<file path="src/rtl/cdc_multi_edge_detector.sv">
// Multi-channel slow-to-fast CDC edge detector with warm-up gating, edge-mode qualify and saturating counters.
// Optional macro CDC_GLITCH_FILTER_EN adds a two-sample stability filter ahead of the level register.
module cdc_multi_edge_detector #(
  parameter int CHANNELS    = 4,
  parameter int SYNC_STAGES = 2,
  parameter int CNT_WIDTH   = 8
) (
  input  logic                          fast_clk,
  input  logic                          rst,
  input  logic [CHANNELS-1:0]           slow_data,
  input  logic [1:0]                    edge_mode,
  input  logic                          count_clr,
  output logic                          ready,
  output logic [CHANNELS-1:0]           data_rise,
  output logic [CHANNELS-1:0]           data_fall,
  output logic [CHANNELS-1:0]           data_edge,
  output logic                          any_edge,
  output logic [CHANNELS*CNT_WIDTH-1:0] edge_count
);

`ifdef CDC_GLITCH_FILTER_EN
  localparam int WARM_CYCLES = SYNC_STAGES + 2;
`else
  localparam int WARM_CYCLES = SYNC_STAGES + 1;
`endif
  localparam int WARM_W = $clog2(WARM_CYCLES + 1);

  logic [SYNC_STAGES-1:0][CHANNELS-1:0] r_sync;
  logic [CHANNELS-1:0]                  r_lvl;
  logic [CHANNELS-1:0]                  w_sync_last;
  logic [CHANNELS-1:0]                  w_lvl_next;
  logic [CHANNELS-1:0]                  w_rise_raw;
  logic [CHANNELS-1:0]                  w_fall_raw;
  logic [CHANNELS-1:0]                  w_edge_sel;
  logic [CHANNELS-1:0]                  w_en_mask;
  logic [WARM_W-1:0]                    r_warm_cnt;
  logic                                 r_ready;
  logic [CHANNELS-1:0]                  r_rise;
  logic [CHANNELS-1:0]                  r_fall;
  logic [CHANNELS-1:0]                  r_edge;
  logic                                 r_any;

  assign w_sync_last = r_sync[SYNC_STAGES-1];

  // Synchroniser chain: stage 0 is the only flop that sees the asynchronous input.
  always_ff @(posedge fast_clk or posedge rst) begin
    if (rst) begin
      r_sync <= '0;
    end else begin
      r_sync[0] <= slow_data;
      for (int i = 1; i < SYNC_STAGES; i++) begin
        r_sync[i] <= r_sync[i-1];
      end
    end
  end

`ifdef CDC_GLITCH_FILTER_EN
  logic [CHANNELS-1:0] r_sync_d;
  logic [CHANNELS-1:0] w_stable;

  // Previous synchronised sample for the stability filter.
  always_ff @(posedge fast_clk or posedge rst) begin
    if (rst) begin
      r_sync_d <= '0;
    end else begin
      r_sync_d <= w_sync_last;
    end
  end

  // The level only moves once two consecutive samples agree.
  assign w_stable   = ~(w_sync_last ^ r_sync_d);
  assign w_lvl_next = (w_stable & w_sync_last) | (~w_stable & r_lvl);
`else
  assign w_lvl_next = w_sync_last;
`endif

  assign w_rise_raw = w_lvl_next & ~r_lvl;
  assign w_fall_raw = ~w_lvl_next & r_lvl;
  assign w_en_mask  = {CHANNELS{r_ready}};

  // Level register tracks the synchronised input even during warm-up.
  always_ff @(posedge fast_clk or posedge rst) begin
    if (rst) begin
      r_lvl <= '0;
    end else begin
      r_lvl <= w_lvl_next;
    end
  end

  // Warm-up counter; ready is set on the last warm-up edge and holds until reset.
  always_ff @(posedge fast_clk or posedge rst) begin
    if (rst) begin
      r_warm_cnt <= '0;
      r_ready    <= 1'b0;
    end else if (!r_ready) begin
      r_warm_cnt <= r_warm_cnt + WARM_W'(1);
      r_ready    <= (r_warm_cnt == WARM_W'(WARM_CYCLES - 1));
    end else begin
      r_warm_cnt <= r_warm_cnt;
      r_ready    <= 1'b1;
    end
  end

  // Edge qualification by the runtime mode select.
  always_comb begin
    w_edge_sel = '0;
    case (edge_mode)
      2'b00:   w_edge_sel = w_rise_raw;
      2'b01:   w_edge_sel = w_fall_raw;
      2'b10:   w_edge_sel = w_rise_raw | w_fall_raw;
      default: w_edge_sel = '0;
    endcase
  end

  // Registered pulse outputs, suppressed until warm-up has finished.
  always_ff @(posedge fast_clk or posedge rst) begin
    if (rst) begin
      r_rise <= '0;
      r_fall <= '0;
      r_edge <= '0;
      r_any  <= 1'b0;
    end else begin
      r_rise <= w_rise_raw & w_en_mask;
      r_fall <= w_fall_raw & w_en_mask;
      r_edge <= w_edge_sel & w_en_mask;
      r_any  <= |(w_edge_sel & w_en_mask);
    end
  end

  for (genvar g = 0; g < CHANNELS; g++) begin : g_cnt
    logic [CNT_WIDTH-1:0] r_cnt;

    // Saturating per-channel counter; clear has priority over an increment.
    always_ff @(posedge fast_clk or posedge rst) begin
      if (rst) begin
        r_cnt <= '0;
      end else if (count_clr) begin
        r_cnt <= '0;
      end else if (w_edge_sel[g] && r_ready && (r_cnt != {CNT_WIDTH{1'b1}})) begin
        r_cnt <= r_cnt + CNT_WIDTH'(1);
      end else begin
        r_cnt <= r_cnt;
      end
    end

    assign edge_count[g*CNT_WIDTH +: CNT_WIDTH] = r_cnt;
  end

  assign ready     = r_ready;
  assign data_rise = r_rise;
  assign data_fall = r_fall;
  assign data_edge = r_edge;
  assign any_edge  = r_any;

endmodule

</file>
<file path="config.mk">
export PLATFORM = sky130hd
export DESIGN_NAME = cdc_multi_edge_detector
export DESIGN_NICKNAME = d
export VERILOG_FILES = /design/src/rtl/cdc_multi_edge_detector.sv
export SDC_FILE = /design/constraint.sdc
export NUM_CORES = 1
export LEC_CHECK = 0
export CAP_MARGIN = 0
export CORE_ASPECT_RATIO = 0.7
export CORE_MARGIN = 5
export CORE_UTILIZATION = 40
export CTS_BUF_LIST = sky130_fd_sc_hd__clkbuf_4
export CTS_CLUSTER_DIAMETER = 150
export CTS_CLUSTER_SIZE = 25
export DETAILED_ROUTE_END_ITERATION = 7
export SETUP_SLACK_MARGIN = 0.2
export SLEW_MARGIN = 20
export SYNTH_ARGS = -nofsm -noshare
export SYNTH_HDL_FRONTEND = slang
export SYNTH_SLANG_ARGS = --single-unit
</file>
<file path="constraint.sdc">
create_clock -name fast_clk -period 2.7 [get_ports fast_clk]
set_input_delay 0.54 -clock fast_clk [delete_from_list [all_inputs] [get_ports fast_clk]]
set_output_delay 0.54 -clock fast_clk [all_outputs]
set_load 0.1 [all_outputs]
</file>
After elaboration in Yosys (flattened, before gate mapping)
Index checks and enable logic that the tools add are counted.
{"block": "totals", "output_inout_bits": 46, "reg_bits": 60, "wordCells": 57, "inputBits": 9}
{"block": "classes", "eq_ne": 7, "addsub": 5, "n_bitwise": 8, "n_reduce_logical": 14, "n_mux": 10}
{"cell": "$mux 8", "count": 8}
{"cell": "$add 8x1->8 const B", "count": 4}
{"cell": "$ne 8x8->1 const B", "count": 4}
{"cell": "$and 4x4->4", "count": 5}
{"cell": "$pmux 4 s3", "count": 1}
{"cell": "$logic_and 1x1->1", "count": 8}
{"cell": "$not 4->4", "count": 2}
{"cell": "$reduce_bool 2->1", "count": 4}
{"cell": "$eq 2x2->1 const B", "count": 2}
{"cell": "$or 4x4->4", "count": 1}
{"cell": "$reduce_or 4->1", "count": 1}
{"cell": "$add 2x1->2 const B", "count": 1}
{"cell": "$eq 2x1->1 const B", "count": 1}
{"cell": "$logic_not 2->1", "count": 1}
{"cell": "$mux 1", "count": 1}

Depth between registers and ports, before layout
Gate-level depths: netlist of the first run.
{"block": "depth", "ltp_word": 8, "ltp_mapped": 8, "mapped_depth_nobuf": 8}

Least setup slack after synthesis of the first run
Ideal clock, no wire load.
{"block": "synth_timing", "path_kind": "register to register", "startpoint": "register g_cnt[0].r_cnt[0]", "endpoint": "register g_cnt[0].r_cnt[5]", "setup_slack_ns": 0.210, "period_less_slack_ns": 2.490, "n_path_buf": 0, "setup_ns": 0.125, "arrival_time_ns": 2.365, "path_stages_with_launch": 7, "required_time_ns": 2.575, "cell_sequence": "dfrtp_1 > ha_1 > nand3_1 > nor3_1 > nor3_4 > nand4_1 > mux2_2"}
{"block": "synth_between", "elab_chain_len": 3, "word_cells_on_any_way": 6, "classes_between": "add/sub: 1; eq/ne: 1; mux: 2; reduce/logical: 2"}
{"element": "start: declaration", "line": "131", "rtl": "logic [CNT_WIDTH-1:0] r_cnt;"}
{"element": "start signal: assignment", "line": "140", "rtl": "r_cnt <= r_cnt + CNT_WIDTH'(1);"}
{"element": "start signal: assignment", "line": "142", "rtl": "r_cnt <= r_cnt;"}
{"element": "$add 8x1->8 / $ne 8x8->1 (equally long branches)", "line": "140, 139"}
{"element": "$mux 8 / $logic_and 1x1->1 (equally long branches)", "line": "139", "rtl": "end else if (w_edge_sel[g] && r_ready && (r_cnt != {CNT_WIDTH{1'b1}})) begin"}
{"element": "$mux 8 / $reduce_bool 2->1 (equally long branches)"}
Several ways; a longest one is shown, not always the timed one. The select of a mux whose other input is x is not followed.
A chain may end at the register's enable or synchronous reset.

Worst setup path in the final report of the first run
{"block": "layout_timing", "startpoint": "input port edge_mode[1]", "endpoint": "register g_cnt[3].r_cnt[5]"}
{"block": "layout_between", "elab_chain_len": 5, "word_cells_on_any_way": 7, "classes_between": "eq/ne: 2; mux: 1; reduce/logical: 4"}
{"element": "start: declaration", "line": "11", "rtl": "input logic [1:0] edge_mode,"}
{"element": "$eq 2x2->1, or another cell as far along", "line": "107", "rtl": "case (edge_mode)"}
{"element": "$pmux 4 s3 *", "line": "107"}
{"element": "$logic_and 1x1->1 * (2 in series)", "line": "139"}
{"element": "$reduce_bool 2->1 (no line) *"}
{"element": "end signal: assignment", "line": "140"}
{"element": "end signal: assignment", "line": "142"}
{"element": "end: declaration", "line": "131"}
Every way passes the cells marked *; elsewhere a longest branch is shown, timed or not.

==> results.md, run 1 <==
* CP Max Fanout at 10
* Post-synth net total at 290
* Die X at 111.1 um
* Ports at 55
* CP Cell Sequence: clkdlybuf4s50_1 > buf_4 > o21ai_0 > o211ai_2 > nor4_1 > mux2_2
* DR pass1 iterations at 4
* Starting Density at 41.81%
* P&R area growth vs syn at 24.46%
* WHS Endpoint: w_lvl_next[3]
* Largest net degree at the start of global routing at 49
* Number of sinks on the clock net at 60
* Die ar. at 0.008979 mm2
* Routed wire per std cell at 13.55 um
* P_sw at 0.0006444 W
* Fin. max-slew vios at 0
* DRC viols at 0
* Nature of the critical path endpoint: flop
* Worst flop-to-flop path startpoint: w_lvl_next[3]
* Register area share after synthesis at 52.42%
* Number of post-CTS setup repair buffers at 0
* Post-CTS Hold Fix Bufs at 0
* Combinational share of power at 20.3%
* Pint at 0.001320 W
* Number of synthesized flops with an enable pin at 0
* Initial antenna violation count at 0
* Detailed placement HPWL at 4191 um
* Cell Rows at 25
* Maxcap violations at 0
* WS Path Type: in2reg
* Hold Crit Start: r_sync[3]
* Clock share of power at 30.9%
* Cell area after synthesis at 0.002864 mm2
* Post-Syn Instances at 268
* Measured slew at the worst slew-check pin at 0.5246 ns
* Vias per cell at 4.937
* Port-buffer cells at 54
* Htree depth at 3
* Antenna diodes at 0
* Worst reg2reg setup slack at 0.70 ns
* VDD IR max at 236.8 uV
* Num CTS Buffers at 9
* All-Layer GR Usage at 14.12%
* Largest cells by area after synthesis: dfrtp_1 52%, ha_1 5.7%, nor2_1 3.9%, xnor2_1 3.7%, mux2_2 2.8%
* TritonCTS clock tree: built
* Die Ht at 80.80 um
* Vias in the first global route at 2117
* Period utilization at 78.11%
* Run status: finished clean
* PwrDens at 551.0 mW/mm2
* Fill cells at 634
* Hold crit path type: reg2reg
* Bufs on Longest Clock Path at 2
* R2r endpoint: g_cnt[3].r_cnt[5]
* Post-layout util at 52.04%
* CP arrival at 2.39 ns
* Top cell type's share of synthesized area at 52.42%
* Final hold violation count at 0
* Number of vias in the routed layout at 2128
* Leading area contributor after synthesis: dfrtp_1
* Nets@finish at 354
* RSZ-0062 raised after global routing: no
* Fin crit period at 2.109 ns
* F_max at 474.2 MHz
* CP delay by family, top: buffers and inverters
* Antenna viol nets, final at 0
* Clock-pin transition on the worst setup and hold timing paths at 0.10 ns
* Cell count along the critical path at 6
* Share of cells above drive strength 1 at 25.82%
* CP startpoint kind: primary input
* Main synth FF type: dfrtp_1
* Gpl congestion at 0.7159
* First-pass GRT wire length at 10180 um
* Top cells by instance count after synthesis: 60 x dfrtp_1, 30 x nor2_1, 18 x inv_1, 14 x nand2_1, 13 x ha_1
* Post_cts resized at 0
* Most frequent cell after synthesis: dfrtp_1
* Critical Path Start: edge_mode[1]
* Crit path buf inv count at 2
* Rel. slew slack at 65.03%
* Grt ovf at 0
* Critical Path RT at 2.98 ns
* Initial DRC count at 86
* Drt total wl at 5841 um
* Sw frac at 32.81%
* # setup viols final at 0
* Root Driver: clkbuf_4
* Worst-skew pair later-pin latency at 0.38 ns
* CP max-delay cell: clkdlybuf4s50_1
* Synth cell types at 48
* Leak Pwr at 1.674 nW
* Register bit total from synthesis at 60
* Placeable Area at 0.006850 mm2
* Cell depth of the worst flop-to-flop path at 7
* Setup TNS at 0 ns
* Mean Syn Cell Area at 10.69 um2
* Crit path largest cell delay at 0.48 ns
* Syn. warnings at 0
* FFs w/ async S/R, synth at 100.0%
* Clock Skew at 0.007525 ns
* Worst hold stages at 0
* Sequential share of power at 48.8%
==> worst max-delay path by stage <==
stage                         to  slack (ns)
3_5_place_dp   g_cnt[3].r_cnt[5]        0.16
4_1_cts        g_cnt[3].r_cnt[5]        0.59
3_3_place_gp   g_cnt[3].r_cnt[5]        0.18
2_1_floorplan  g_cnt[0].r_cnt[5]        0.21
6_report       g_cnt[3].r_cnt[5]        0.59
5_1_grt        g_cnt[3].r_cnt[5]        0.46
==> cells in the final DEF (no fill, tap or decap), drive strengths merged, types with 8 or more instances in the layout <==
cell / netlist / routed
and2: 8 / 8
buf: 3 / 52
clkbuf: 4 / 10
clkdlybuf4s50: 0 / 8
dfrtp: 60 / 60
ha: 13 / 13
inv: 20 / 20
nand2: 14 / 14
nand3: 8 / 8
nor2: 30 / 30
nor2b: 9 / 9
nor3: 10 / 10
xnor2: 12 / 12
==> kinds of logic after synthesis <==
| group | after synthesis | synth area share [%] |
|---|---|---|
| flip-flops | 60 | 52.42 |
| adder cells (fa/ha/maj) | 13 | 5.679 |
| XOR/XNOR | 12 | 3.670 |
| buffers and inverters | 27 | 4.193 |
| AND/OR/NAND/NOR | 117 | 22.59 |
| AO/OA/AOI/OAI | 28 | 7.296 |
| multiplexers | 11 | 4.150 |
==> metrics by stage <==
stage | hold slack [ns] | total power (W) | worst slack [ns] | area (um2) | instances
after floorplan | 0.3312 | 0.001277 | 0.2098 | 2864 | 268
after global placement | 0.3318 | 0.001376 | 0.1826 | 3435 | 415
after detailed placement | 0.3347 | 0.001381 | 0.1568 | 3435 | 415
after CTS | 0.3418 | 0.001998 | 0.5936 | 3565 | 431
after global routing | 0.3533 | 0.002059 | 0.4600 | 3565 | 431
final | 0.3480 | 0.001964 | 0.5910 | 3565 | 431
==> state kept, by name, indices dropped and copies added (netlist names) <==
| register | count |
|---|---|
| data_rise | 4 |
| ready | 1 |
| data_edge | 4 |
| r_lvl | 4 |
| w_lvl_next | 4 |
| data_fall | 4 |
| r_warm_cnt | 2 |
| r_sync | 4 |
| any_edge | 1 |
| g_cnt.r_cnt | 32 |
==> power by group through the flow <==
| stage | clock network (W) | logic, W | registers (W) |
|---|---|---|---|
| 2_1_floorplan | 0 | 0.000115 | 0.00116 |
| 3_3_place_gp | 0 | 0.000402 | 0.000975 |
| 3_5_place_dp | 0 | 0.000405 | 0.000976 |
| 4_1_cts | 0.000635 | 0.000405 | 0.000958 |
| 5_1_grt | 0.000669 | 0.000426 | 0.000963 |
| 6_report | 0.000607 | 0.000400 | 0.000958 |
==> layout make-up <==
cell class / instances / area (um2) / area share (%)
sequential: 60 / 1501 / 42.12
tap: 94 / 117.6 / 3.299
timing repair buffer: 60 / 495.5 / 13.90
multi-input combinational: 181 / 1242 / 34.85
clock buffer: 10 / 75.07 / 2.106
clock inverter: 6 / 55.05 / 1.544
inverter: 20 / 77.57 / 2.176
==> routing by layer <==
metal  up-vias  wire length, um  share of wire (%)  GRT usage [%]
li1       1053                -                  -              -
met1      1006             2957                 51          18.96
met2        63             2440                 42          21.37
met3         6              399                6.8          5.733
met4         0               44               0.75          3.888
met5         -                0                  0              0
Power figures use the tool's default switching activity.
==> run 2: changes to the inputs <==
--- a/config.mk
+++ b/config.mk
@@ -13,6 +13,7 @@
 export CTS_CLUSTER_DIAMETER = 150
 export CTS_CLUSTER_SIZE = 25
 export DETAILED_ROUTE_END_ITERATION = 7
+export PLACE_DENSITY = 0.67
 export SETUP_SLACK_MARGIN = 0.2
 export SLEW_MARGIN = 20
 export SYNTH_ARGS = -nofsm -noshare
==> constraint.sdc (replaced) <==
create_clock -name fast_clk -period 1.9 [get_ports fast_clk]
set_input_delay 0.38 -clock fast_clk [delete_from_list [all_inputs] [get_ports fast_clk]]
set_output_delay 0.38 -clock fast_clk [all_outputs]
set_load 0.1 [all_outputs]
==> run 2 against run 1 <==
The flow now finishes with violations (setup timing). Hold slack got worse by 0.064 ns. Sequential cell count did not move. Sequential share of layout area fell by 8.2 points.
==> results.md, run 2 (synthesis gave the netlist of run 1 again) <==
* Final hold violation count at 0
* Critical Path RT at 2.23 ns
* Detailed placement HPWL at 4761 um
* WS Path Type: reg2reg
* Antenna viol nets, final at 0
* Worst reg2reg setup slack at -0.01 ns
* Sequential cell area at 0.001580 mm2
* Cell Rows at 25
* Number of sinks on the clock net at 60
* Top reg by flops: g_cnt.r_cnt
* Cell depth of the worst flop-to-flop path at 7
* # setup viols final at 1
* CP max-delay cell: or4_4
* Worst flop-to-flop path startpoint: w_lvl_next[3]
* Die X at 111.1 um
* Port-buffer cells at 54
* Multi-input logic area at 0.001638 mm2
* Critical Path Start: w_lvl_next[3]
* Htree depth at 3
* Antenna diodes at 0
* Max FFs per register at 32
* Grt ovf at 0
* Post-CTS Hold Fix Bufs at 0
* CP startpoint kind: flop
* Clock-pin transition on the worst setup and hold timing paths at 0.10 ns
* Die Ht at 80.80 um
* Gpl congestion at 0.8284
* Routed wire per std cell at 14.95 um
* CP Cell Sequence: inv_1 > ha_1 > mux2i_1 > o211ai_2 > buf_4 > or4_4 > a21oi_2
* PwrDens at 642.6 mW/mm2
* Run status: complete, but fails checks
* Num CTS Buffers at 9
* Rel. slew slack at 69.42%
* Vias per cell at 5.031
* GR peak layer: met2
* Failing checks: setup timing
* Bufs on Longest Clock Path at 2
* M3 GR Usage at 5.287%
* Clock Skew at 0.01274 ns
* Met1 Resource Use GR at 21.82%
* Largest net degree at the start of global routing at 24
* VDD IR max at 354.9 uV
* Leak Pwr at 1.907 nW
* P&R area growth vs syn at 62.73%
* Period utilization at 100.6%
* Drt total wl at 6759 um
* Placeable Area at 0.006850 mm2
* Nature of the critical path endpoint: flop
* DR pass1 iterations at 4
* CP arrival at 2.24 ns
* Worst-skew pair later-pin latency at 0.40 ns
* Initial antenna violation count at 0
* Share of cells above drive strength 1 at 51.96%
* Starting Density at 41.81%
* TritonCTS clock tree: built
* DRC viols at 0
* Measured slew at the worst slew-check pin at 0.4576 ns
* Vias in the first global route at 2309
* Fin. max-slew vios at 0
* Most common cell after layout, fill and taps aside: buf_12
* F_max at 523.2 MHz
* CP delay by family, top: simple AND/OR/NAND/NOR gates
* Fin crit period at 1.911 ns
* Nets@finish at 375
* Final worst slack at -0.01143 ns
* Crit path buf inv count at 2
* Die ar. at 0.008979 mm2
* Number of vias in the routed layout at 2274
* Hold crit path type: in2async
* Ports at 55
* Initial DRC count at 89
* Setup TNS at -0.01143 ns
* RSZ-0062 raised after global routing: yes
* Crit path largest cell delay at 0.48 ns
* Grt met2 use at 25.36%
* R2r endpoint: g_cnt[3].r_cnt[7]
* Commonest non-fill, non-tap cells in the layout: 37 x buf_12, 31 x buf_4, 27 x nor2_1, 27 x dfrtp_1, 18 x dfrtp_2
* Root Driver: clkbuf_4
* Fill cells at 515
* First-pass GRT wire length at 11560 um
* Maxcap violations at 0
* All-Layer GR Usage at 16.24%
* CP Max Fanout at 5
* Worst hold margin at 0.2839 ns
## run 2: worst max path at each step
stage / to / slack [ns] / depth (start not counted)
5_1_grt: g_cnt[3].r_cnt[7] / -0.10 / 7
3_5_place_dp: g_cnt[2].r_cnt[5] / -0.40 / 7
3_3_place_gp: g_cnt[2].r_cnt[3] / -0.36 / 8
6_report: g_cnt[3].r_cnt[7] / -0.01 / 7
2_1_floorplan: g_cnt[2].r_cnt[5] / 0.08 / 6
4_1_cts: g_cnt[3].r_cnt[7] / -0.03 / 7
## run 2: cell type report
cell class                 count  share of cell area [%]
sequential                    60                   33.91
tap                           94                   2.523
clock buffer                   9                   1.450
inverter                      20                   1.745
multi-input combinational    181                   35.14
timing repair buffer          81                   23.79
clock inverter                 7                   1.450
## run 2: power breakdown
group	leakage [nW]	switching [W]	internal, W
clock network	0.0693	0.000483	0.000394
logic	1.12	0.000467	0.000262
registers	0.715	0.0000532	0.00134
total	1.91	0.00100	0.00199
## run 2: metrics by stage
stage | power, W | cells | instance area, um2 | setup WS, ns | util [%]
2_1_floorplan | 0.001844 | 268 | 3054 | 0.07912 | -
3_3_place_gp | 0.002080 | 432 | 4178 | -0.3591 | 60.99
3_5_place_dp | 0.002094 | 432 | 4178 | -0.3971 | 60.99
4_1_cts | 0.003006 | 449 | 4497 | -0.02628 | 65.64
5_1_grt | 0.003149 | 452 | 4661 | -0.1018 | 68.04
6_report | 0.002995 | 452 | 4661 | -0.01143 | 68.04
## run 2: routing by layer
| metal | vias up | part of all wire [%] | routed length (um) |
|---|---|---|---|
| li1 | 1092 | - | - |
| met1 | 1114 | 47 | 3169 |
| met3 | 11 | 4.6 | 312 |
| met2 | 57 | 47 | 3187 |
| met5 | - | 0 | 0 |
| met4 | 0 | 1.3 | 89 |
## run 2: worst reg2reg max path: cells and delay by family, from the launching register on
family,cells,cell delay [ns]
compound gates,2,0.32
fa+ha+maj,1,0.26
buf+inv,2,0.25
flops,1,0.39
mux,1,0.16
simple gates,1,0.48
## run 2: repair_timing
action,CTS,global route
setup buffers,1,3
pin swaps,15,13
hold endpoints to repair,0,0
gates resized for setup,38,28
endpoints found under the setup margin,28,33
gates cloned,0,0
==> edit, RTL diff (config.mk and constraints of run 2) <==
Build with the macro `CDC_GLITCH_FILTER_EN` defined.
--- a/src/rtl/cdc_multi_edge_detector.sv
+++ b/src/rtl/cdc_multi_edge_detector.sv
@@ -1,4 +1,6 @@
 // Multi-channel slow-to-fast CDC edge detector with warm-up gating, edge-mode qualify and saturating counters.
 // Optional macro CDC_GLITCH_FILTER_EN adds a two-sample stability filter ahead of the level register.
+`define CDC_GLITCH_FILTER_EN
+
 module cdc_multi_edge_detector #(
   parameter int CHANNELS    = 4,
Function: changed (a bounded check fails within 4 cycles, from zero or initial values and one cycle with rst high).
==> edit against run 2 <==
The flow still finishes with violations (negative setup slack). Sequential share of layout area up 0.11 points. Total power up 22%. Wire length up 8.9%. Count of clock-buffer cells in the layout unchanged. Via count up 4.1%. Sequential cell count up 5. Setup slack worse by 0.19 ns. Design area up 6.8%. Clock power up 36%. Final cell count up 3.5%. Clock skew down 0.0054 ns. Synthesized area up 3.8%. Synthesized cell count down 2.6%. Critical path type unchanged. Critical endpoint is now g_cnt[0].r_cnt[2].
==> edit: results (changes against run 2) <==
[worst_setup_path]
path_delay_family=compound AO/OA/AOI/OAI gates
crit_fanout=8  ; +3
slowest_delay_ns=0.42  ; -0.06 ns
slowest_stage=dfrtp_1

[placed_design]
post-place-ws_ns=-0.306  ; +0.0908 ns
dp.cells=431  ; -0.23%
placed_area_sq_mm=0.00428  ; +2.4%
gp_congestion=0.821  ; -0.91%

[layout]
finalNetCount=384  ; +2.4%
seq_area_sq_mm=0.00169  ; +7.1%
final_cells=468  ; +3.5%
fill_cells=506  ; -1.7%
drive_above_1_share_pct=57.0  ; +5.1 points

[synth]
synth_area_per_cell_sq_um=11.4  ; +6.5%
ys_types=50  ; +4.2%
synth_nets=280  ; -3.4%
ys_async_sr_fraction_pct=100  ; unchanged
ys_seq_area_share_pct=54.7  ; +2.3 points
yosys-top-cells-count=65 x dfrtp_1, 26 x nor2_1, 16 x nand2_1, 14 x xnor2_1, 13 x a21oi_1

[clock_tree]
cts_buffers=9  ; unchanged

[global_routing]
grt_max_degree=66  ; +180%
first_global_vias=2465  ; +6.8%
grt_usage_pct=16.9  ; +0.70 points
grt_first_pass_wirelength_um=12300  ; +6.4%

[worst_hold_path]
min_path_type=reg2reg

[pwr]
seqPwrFrac_pct=41.3  ; -5.1 points
combPwrFrac_pct=26.2  ; +1.9 points
p_sw_w=0.00116  ; +16%
ir_drop_mv=0.329  ; -7.4%
power.leakage_nw=2.02  ; +5.7%
p_int_w=0.00250  ; +26%

[run_status]
outcome=complete, but fails checks
violations=negative setup slack

[routing]
drt_first_pass_iters=4  ; unchanged
met3_length_um=303  ; -2.9%
top_layer=met4
met2_wirelength_um=3670  ; +15%
wirelength_um=7360  ; +8.9%
via_per_inst=5.06  ; +0.57%
drt-initial-drc-count=77  ; -13%

[timing]
clock_skew_ns=0.00738  ; -0.00536 ns
setup_viol=30  ; +29
worstMarginPinSlew_ns=0.646  ; +0.189 ns
finalSetupTns_ns=-3.09  ; -3.08 ns
fin_ws_ns=-0.199  ; -0.188 ns

## edit: cell types whose count changed in the layout (fill, tap and decap cells not counted), moves of 6 or more
| cell | delta |
|---|---|
| buf_4 | +10 |
| inv_1 | -9 |
| buf_6 | +7 |
| nand3_1 | +6 |
| nor2b_1 | -6 |
## edit: cell families (layout without fill, tap and decap cells)
kind of cell               after synthesis  count (layout)  share of synthesized area [%]
AOI/OAI and AO/OA                       40              40                           10.1
xor gates and xnor gates                15              15                           4.42
adders and majority gates               18              18                           6.91
buffers and inverters                   17             126                           2.74
DFF                                     65              65                           54.7
muxes                                    4               4                           1.43
and+or+nand+nor                        102             102                           19.7
## edit: layer usage
metal / vias up / global-route usage (%)
met3: 8 / 5.39
met5: - / 0
met2: 51 / 27.9
li1: 1131 / -
met4: 0 / 5.88
met1: 1178 / 21.4
## edit: layout make-up
class | instances | area share, %
multi-input cells | 179 | 33.0
repair buffers | 100 | 25.9
clock buffers | 9 | 1.36
inverters | 10 | 0.880
well taps | 98 | 2.46
flip-flops and latches | 65 | 34.0
clock inverters | 7 | 2.39
## edit: repair_timing
| action | 4_1_cts | 5_1_grt |
|---|---|---|
| setup endpoints to repair | 36 | 36 |
| gates resized for setup | 38 | 37 |
| pin swaps | 22 | 18 |
| buffers inserted | 15 | 6 |
## edit: worst paths after layout
path,start,endpoint,depth (start not counted),slack (ns)
hold / removal,r_sync[1],w_sync_last[1],0,0.36
min in group asynchronous,rst,r_sync[2],3,0.39
setup / recovery,r_sync_d[0],g_cnt[0].r_cnt[2],9,-0.20
setup reg to reg,r_sync_d[0],g_cnt[0].r_cnt[2],9,-0.20
hold reg to reg,r_sync[1],w_sync_last[1],0,0.36
max in group asynchronous,rst,g_cnt[0].r_cnt[0],3,1.21
